**src/rtl/rx_ip_analy.sv**
```systemverilog
// rx_ip_analy: IPv4 receive parser; validates the header, strips it and options,
// and trims Ethernet padding to Total Length before handing the payload to rx_udp_analy.
module rx_ip_analy #(
  parameter int DATA_W = 32,
  parameter int IP_W   = 32
) (
  input  logic              clk,
  input  logic              rst_n,
  input  logic [IP_W-1:0]   cfg_ip_local,
  input  logic [DATA_W-1:0] din,
  input  logic              din_vld,
  input  logic              din_sop,
  input  logic              din_eop,
  input  logic [1:0]        din_mty,
  input  logic              din_err,
  output logic [DATA_W-1:0] dout,
  output logic              dout_vld,
  output logic              dout_sop,
  output logic              dout_eop,
  output logic [1:0]        dout_mty,
  output logic              dout_err,
  output logic              flag_ip_err,
  output logic              flag_sum_err,
  output logic              flag_proto_err
);
  typedef enum logic [1:0] {IDLE, HEAD, DATA, DISCARD} state_t;
  state_t            r_state, w_state_nx;
  logic [3:0]        r_hcnt, r_ihl;
  logic [15:0]       r_tlen, r_rem;
  logic [20:0]       r_sum;
  logic              r_ver_err, r_proto_err, r_dst_err, r_err_acc, r_first;
  logic              w_sop, w_last, w_dst_err, w_ip_err, w_sum_err, w_any_err, w_rem_last;
  logic [20:0]       w_sum;
  logic [16:0]       w_fold1, w_fold2;
  logic [15:0]       w_hlen, w_pl;
  logic [DATA_W-1:0] w_dout;
  logic              w_vld, w_dsop, w_deop, w_derr, w_fip, w_fsum, w_fproto;
  logic [1:0]        w_dmty;
  assign w_sop      = din_vld & din_sop;
  assign w_hlen     = {10'd0, r_ihl, 2'b00};
  assign w_pl       = r_tlen - w_hlen;
  assign w_rem_last = r_rem <= 16'd4;
  // 15 words of two halfwords can exceed 20 bits, so the running sum is 21 bits wide
  assign w_sum      = r_sum + 21'(din[31:16]) + 21'(din[15:0]);
  assign w_fold1    = 17'(w_sum[15:0]) + 17'(w_sum[20:16]);
  assign w_fold2    = 17'(w_fold1[15:0]) + 17'(w_fold1[16]);
  assign w_sum_err  = w_fold2[15:0] != 16'hffff;
  // a header claiming IHL<5 is still read to word 4 so the decision always sees the dst IP
  assign w_last     = r_hcnt == ((r_ihl < 4'd5) ? 4'd4 : r_ihl - 4'd1);
  assign w_dst_err  = (r_hcnt == 4'd4) ? (din != cfg_ip_local) : r_dst_err;
  assign w_ip_err   = r_ver_err | (r_ihl < 4'd5) | (r_tlen < w_hlen) | w_dst_err;
  assign w_any_err  = w_ip_err | w_sum_err | r_proto_err;
  always_comb begin
    w_state_nx = r_state;
    w_vld      = 1'b0;
    w_dout     = '0;
    w_dsop     = 1'b0;
    w_deop     = 1'b0;
    w_dmty     = 2'd0;
    w_derr     = 1'b0;
    w_fip      = 1'b0;
    w_fsum     = 1'b0;
    w_fproto   = 1'b0;
    if (w_sop) begin
      w_state_nx = din_eop ? IDLE : HEAD;
      w_fip      = din_eop;
      w_vld      = r_state == DATA;
      w_dsop     = (r_state == DATA) & r_first;
      w_deop     = r_state == DATA;
      w_derr     = r_state == DATA;
    end else if (din_vld) begin
      case (r_state)
        HEAD: begin
          w_fip      = w_last ? w_ip_err : din_eop;
          w_fsum     = w_last & w_sum_err;
          w_fproto   = w_last & r_proto_err;
          w_state_nx = din_eop ? IDLE : !w_last ? HEAD : (w_any_err || w_pl == 16'd0) ? DISCARD : DATA;
        end
        DATA: begin
          w_vld      = 1'b1;
          w_dout     = din;
          w_dsop     = r_first;
          w_deop     = din_eop | w_rem_last;
          w_dmty     = w_rem_last ? 2'd0 - r_rem[1:0] : din_eop ? din_mty : 2'd0;
          w_derr     = w_rem_last ? r_err_acc | din_err : din_eop;
          w_state_nx = din_eop ? IDLE : w_rem_last ? DISCARD : DATA;
        end
        DISCARD: w_state_nx = din_eop ? IDLE : DISCARD;
        default: w_state_nx = IDLE;
      endcase
    end
  end
  always_ff @(posedge clk or negedge rst_n)
    if (!rst_n) r_state <= IDLE;
    else r_state <= w_state_nx;
  always_ff @(posedge clk or negedge rst_n) begin
    if (!rst_n) begin
      r_hcnt      <= '0;
      r_ihl       <= '0;
      r_tlen      <= '0;
      r_rem       <= '0;
      r_sum       <= '0;
      r_ver_err   <= 1'b0;
      r_proto_err <= 1'b0;
      r_dst_err   <= 1'b0;
      r_err_acc   <= 1'b0;
      r_first     <= 1'b0;
    end else if (w_sop) begin
      r_hcnt      <= 4'd1;
      r_ihl       <= din[27:24];
      r_tlen      <= din[15:0];
      r_sum       <= 21'(din[31:16]) + 21'(din[15:0]);
      r_ver_err   <= din[31:28] != 4'd4;
      r_proto_err <= 1'b0;
      r_dst_err   <= 1'b0;
      r_err_acc   <= din_err;
      r_first     <= 1'b1;
    end else if (din_vld) begin
      r_err_acc <= r_err_acc | din_err;
      if (r_state == HEAD) begin
        r_hcnt      <= r_hcnt + 4'd1;
        r_sum       <= w_sum;
        r_dst_err   <= w_dst_err;
        r_rem       <= w_pl;
        r_proto_err <= r_proto_err | ((r_hcnt == 4'd1) & (din[13] | (|din[12:0])))
                                   | ((r_hcnt == 4'd2) & (din[23:16] != 8'h11));
      end
      if (r_state == DATA) begin
        r_rem   <= r_rem - 16'd4;
        r_first <= 1'b0;
      end
    end
  end
  always_ff @(posedge clk or negedge rst_n) begin
    if (!rst_n) begin
      dout           <= '0;
      dout_vld       <= 1'b0;
      dout_sop       <= 1'b0;
      dout_eop       <= 1'b0;
      dout_mty       <= 2'd0;
      dout_err       <= 1'b0;
      flag_ip_err    <= 1'b0;
      flag_sum_err   <= 1'b0;
      flag_proto_err <= 1'b0;
    end else begin
      dout           <= w_dout;
      dout_vld       <= w_vld;
      dout_sop       <= w_dsop;
      dout_eop       <= w_deop;
      dout_mty       <= w_dmty;
      dout_err       <= w_derr;
      flag_ip_err    <= w_fip;
      flag_sum_err   <= w_fsum;
      flag_proto_err <= w_fproto;
    end
  end
endmodule
```
**config.mk**
```make
export PLATFORM = sky130hd
export DESIGN_NAME = rx_ip_analy
export DESIGN_NICKNAME = d
export VERILOG_FILES = /design/src/rtl/rx_ip_analy.sv
export SDC_FILE = /design/constraint.sdc
export NUM_CORES = 1
export LEC_CHECK = 0
export CORE_ASPECT_RATIO = 1.75
export CORE_MARGIN = 2
export CORE_UTILIZATION = 55
export CTS_CLUSTER_DIAMETER = 50
export DETAILED_ROUTE_END_ITERATION = 10
export GPL_TIMING_DRIVEN = 0
export PLACE_DENSITY_LB_ADDON = 0.2
export SYNTH_ARGS = -nofsm -noshare
export SYNTH_HDL_FRONTEND = slang
export SYNTH_SLANG_ARGS = --single-unit
export TNS_END_PERCENT = 50
```
**constraint.sdc**
```tcl
create_clock -name clk -period 8.8 [get_ports clk]
set_input_delay 1.32 -clock clk [delete_from_list [all_inputs] [get_ports clk]]
set_output_delay 1.32 -clock clk [all_outputs]
set_load 0.005 [all_outputs]
```
==> results.toml <==
[logic_synthesis]
ys_warn_count = 0
syn_area_um2 = 8010
synth_edf_count = 0
syn-mean-instance-area_um2 = 9.05
ys_seq_area_share_pct = 34.0
ys.flop_type = "dfrtp_1"
yosysTopAreaCell = "dfrtp_1"
syn-num-nets = 1033
postSynth.asyncResetShare_pct = 100
netlist_instances = 886
synth_seq_cells = 109
synth_area_leaders = "dfrtp_1, ha_1, xnor2_1, nand2_1, fa_1"
synth_top_cell_area_share_pct = 34.0
synth.distinct_cells = 84

[floorplanning]
io_pins = 113
die_w_um = 95.2
die_h_um = 164
start_util_pct = 56.1
core_area_um2 = 14300
rows = 58
die-area_um2 = 15600

[timing]
hold_viol = 0
relSlewSlack_pct = 42.0
grt_setup_unrepaired = "no"
max_freq_mhz = 121
fin_skew_ns = 0.00893
fin_crit_sh_pct = 93.8
finalSetupViolCount = 0
hold_ws_ns = 0.481
post-route-min-period_ns = 8.25
setup_slack_ns = 0.546
tightest_slew_ns = 0.861
finalSetupTns_ns = 0
slew_viol_final = 0

[critical_path]
worstRegToRegCells = 31
critPathLaunchType = "input pin"
r2r_end = "r_state[0]$_DFFE_PN0P_"
regToRegStartpoint = "r_sum[1]$_DFFE_PN0P_"
max_stage_delay_ns = 0.66
crit_slowest_cell = "clkdlybuf4s50_1"
worstPathMaxFanout = 7
critical_path_class = "input pin to flop"
end_kind = "flop"
critPathArrivalTime_ns = 8.50
r2r_slack_ns = 1.82
cp.required_ns = 9.04

[clock_tree]
cts_tree = "done"
cts_root_buffer = "clkbuf_16"
htree_levels = 3
clkLatencyLatePin_ns = 0.36
clkTransAtPathRegs_ns = 0.08
cts_sinks = 109
holdBufCountCts = 0
clock_path_buffers = 2
cts_made_buffers = 9

[finish]
nFillCells = 1177
fin_nets = 1160
antenna_cells = 0
area_growth_pct = 21.6
drive_gt1_share_pct = 5.11

[outcome]
status = "completed"

[route]
first_iter_violations = 373
avgViaCountPerCell = 6.07
firstDrtPassIters = 5
dr_total_vias = 7277
routed_wl_um = 25100
wl_per_cell_um = 20.9
route.detailed.drc = 0
ant_nets = 0

[placed_design]
routabilityCongestion = 0.940
pre_cts_ws_ns = -0.443
numPortBuffers = 112
hpwl_um = 19500

[hold_path]
holdPathStages = 1
min_to = "r_proto_err$_DFFE_PN0P_"
hold_class = "flop to flop"
min-delay-start = "r_hcnt[3]$_DFFE_PN0P_"

[global_route]
antenna_found_initial = 0
grt_usage_pct = 33.1
grt_first_pass_wirelength_um = 38800
grt_pass1_vias = 7419
gr-total-overflow = 0
grt_max_degree = 69

[power_and_ir_drop]
leakage_uw = 0.00420
powerDensity_nw_per_um2 = 250
vdd_ir_drop_max_uv = 308

[run]
cap_violations = 0
## Yosys cell counts, drive strengths merged, types with 4 or more instances
| master | instances |
|---|---|
| xnor2 | 58 |
| xor2 | 29 |
| and2 | 37 |
| o21bai | 4 |
| nor4 | 9 |
| a31oi | 14 |
| a22oi | 7 |
| nand2 | 109 |
| o211ai | 7 |
| and3 | 9 |
| nand2b | 10 |
| nor2 | 43 |
| a21o | 8 |
| inv | 46 |
| nor3 | 23 |
| nand3 | 22 |
| o21a | 4 |
| clkbuf | 25 |
| a22o | 7 |
| or3 | 8 |
| o21ai | 50 |
| o31a | 4 |
| nand4 | 18 |
| a21oi | 54 |
| ha | 55 |
| a211oi | 6 |
| mux2i | 4 |
| fa | 20 |
| o31ai | 4 |
| dfrtp | 109 |
| o22ai | 22 |
| buf | 4 |
| a21boi | 4 |
## repair_timing
item	CTS	global route
setup endpoints to repair	2	2
resized for setup	1	3
setup buffers	0	3
pin swaps	0	1
## through the flow
step / area, µm² / total power, µW / util [%] / cells
after floorplan: 8010 / 1640 / - / 886
after global placement: 9360 / 1940 / 65.5 / 1178
after detailed placement: 9390 / 1970 / 65.6 / 1179
after CTS: 9710 / 2410 / 67.9 / 1195
after global routing: 9750 / 2600 / 68.2 / 1198
final: 9750 / 2440 / 68.2 / 1198
## layout by cell type, fill, tap and decap left out, types with 17 or more instances in the layout
cell | Yosys | final
nand4_1 | 17 | 17
o22ai_1 | 22 | 22
inv_1 | 45 | 45
o21ai_0 | 43 | 43
nor3_1 | 22 | 22
xor2_1 | 27 | 27
nand3_1 | 22 | 22
ha_1 | 55 | 55
a21oi_1 | 54 | 53
clkdlybuf4s50_1 | 0 | 109
xnor2_1 | 57 | 57
and2_1 | 36 | 36
nand2_1 | 108 | 108
clkbuf_1 | 25 | 25
dfrtp_1 | 109 | 109
fa_1 | 20 | 20
nor2_1 | 43 | 43
## power breakdown
part / switching [µW] / internal, µW
Sequential: 58.0 / 561
Clock: 221 / 207
Combinational: 811 / 578
Total: 1090 / 1350
## critical path: cells and delay by family
family	cells	cell delay [ns]
xor gates and xnor gates	1	0.19
AOI/OAI and AO/OA	12	2.64
adders and majority gates	6	2.16
buffers and inverters	3	0.84
and+or+nand+nor	8	1.34
## layer usage
layer	wire length (µm)	global-route usage [%]	share of wire [%]	vias to the layer above
li1	-	-	-	3413
met1	8780	34.9	35	3550
met2	13500	60.7	54	215
met3	876	3.14	3.5	99
met4	1940	21.4	7.7	0
met5	0	0	0	-
## cell type report
class	count	area [µm²]	share of cell area [%]
Multi-Input combinational cell	701	4990	51.3
Sequential cell	109	2730	28.0
Timing Repair Buffer	116	1170	12.0
Clock buffer	9	225	2.31
Tap cell	180	225	2.31
Inverter	47	176	1.81
Buffer	29	126	1.30
Clock inverter	7	96.3	0.989
## registers in the layout, indices dropped and copies added, names as in the netlist, 2 cells and up
name      flops
r_tlen       16
dout_mty      2
dout         32
r_hcnt        4
r_state       2
r_sum        21
r_ihl         4
r_rem        16
## worst max-delay path by stage
stage                     startpoint                      to  slack [ns]
after CTS                     din[1]  r_state[0]$_DFFE_PN0P_        0.13
after detailed placement      din[1]  r_state[0]$_DFFE_PN0P_       -0.44
after global placement        din[1]  r_state[0]$_DFFE_PN0P_       -0.33
final                         din[0]  r_state[0]$_DFFE_PN0P_        0.55
after floorplan               din[1]  r_state[0]$_DFFE_PN0P_        1.56
after global routing          din[0]  r_state[0]$_DFFE_PN0P_        0.11
## cell families (layout without fill, tap and decap cells)
group / after synthesis / count (layout) / synth area share (%)
compound gates: 219 / 219 / 17.8
xor+xnor: 87 / 87 / 9.93
fa+ha+maj: 75 / 75 / 13.6
buf+inv: 76 / 208 / 3.78
flops: 109 / 109 / 34.0
mux: 4 / 4 / 0.500
simple gates: 316 / 316 / 20.4
Note: power is estimated with default switching activity, not from simulation.
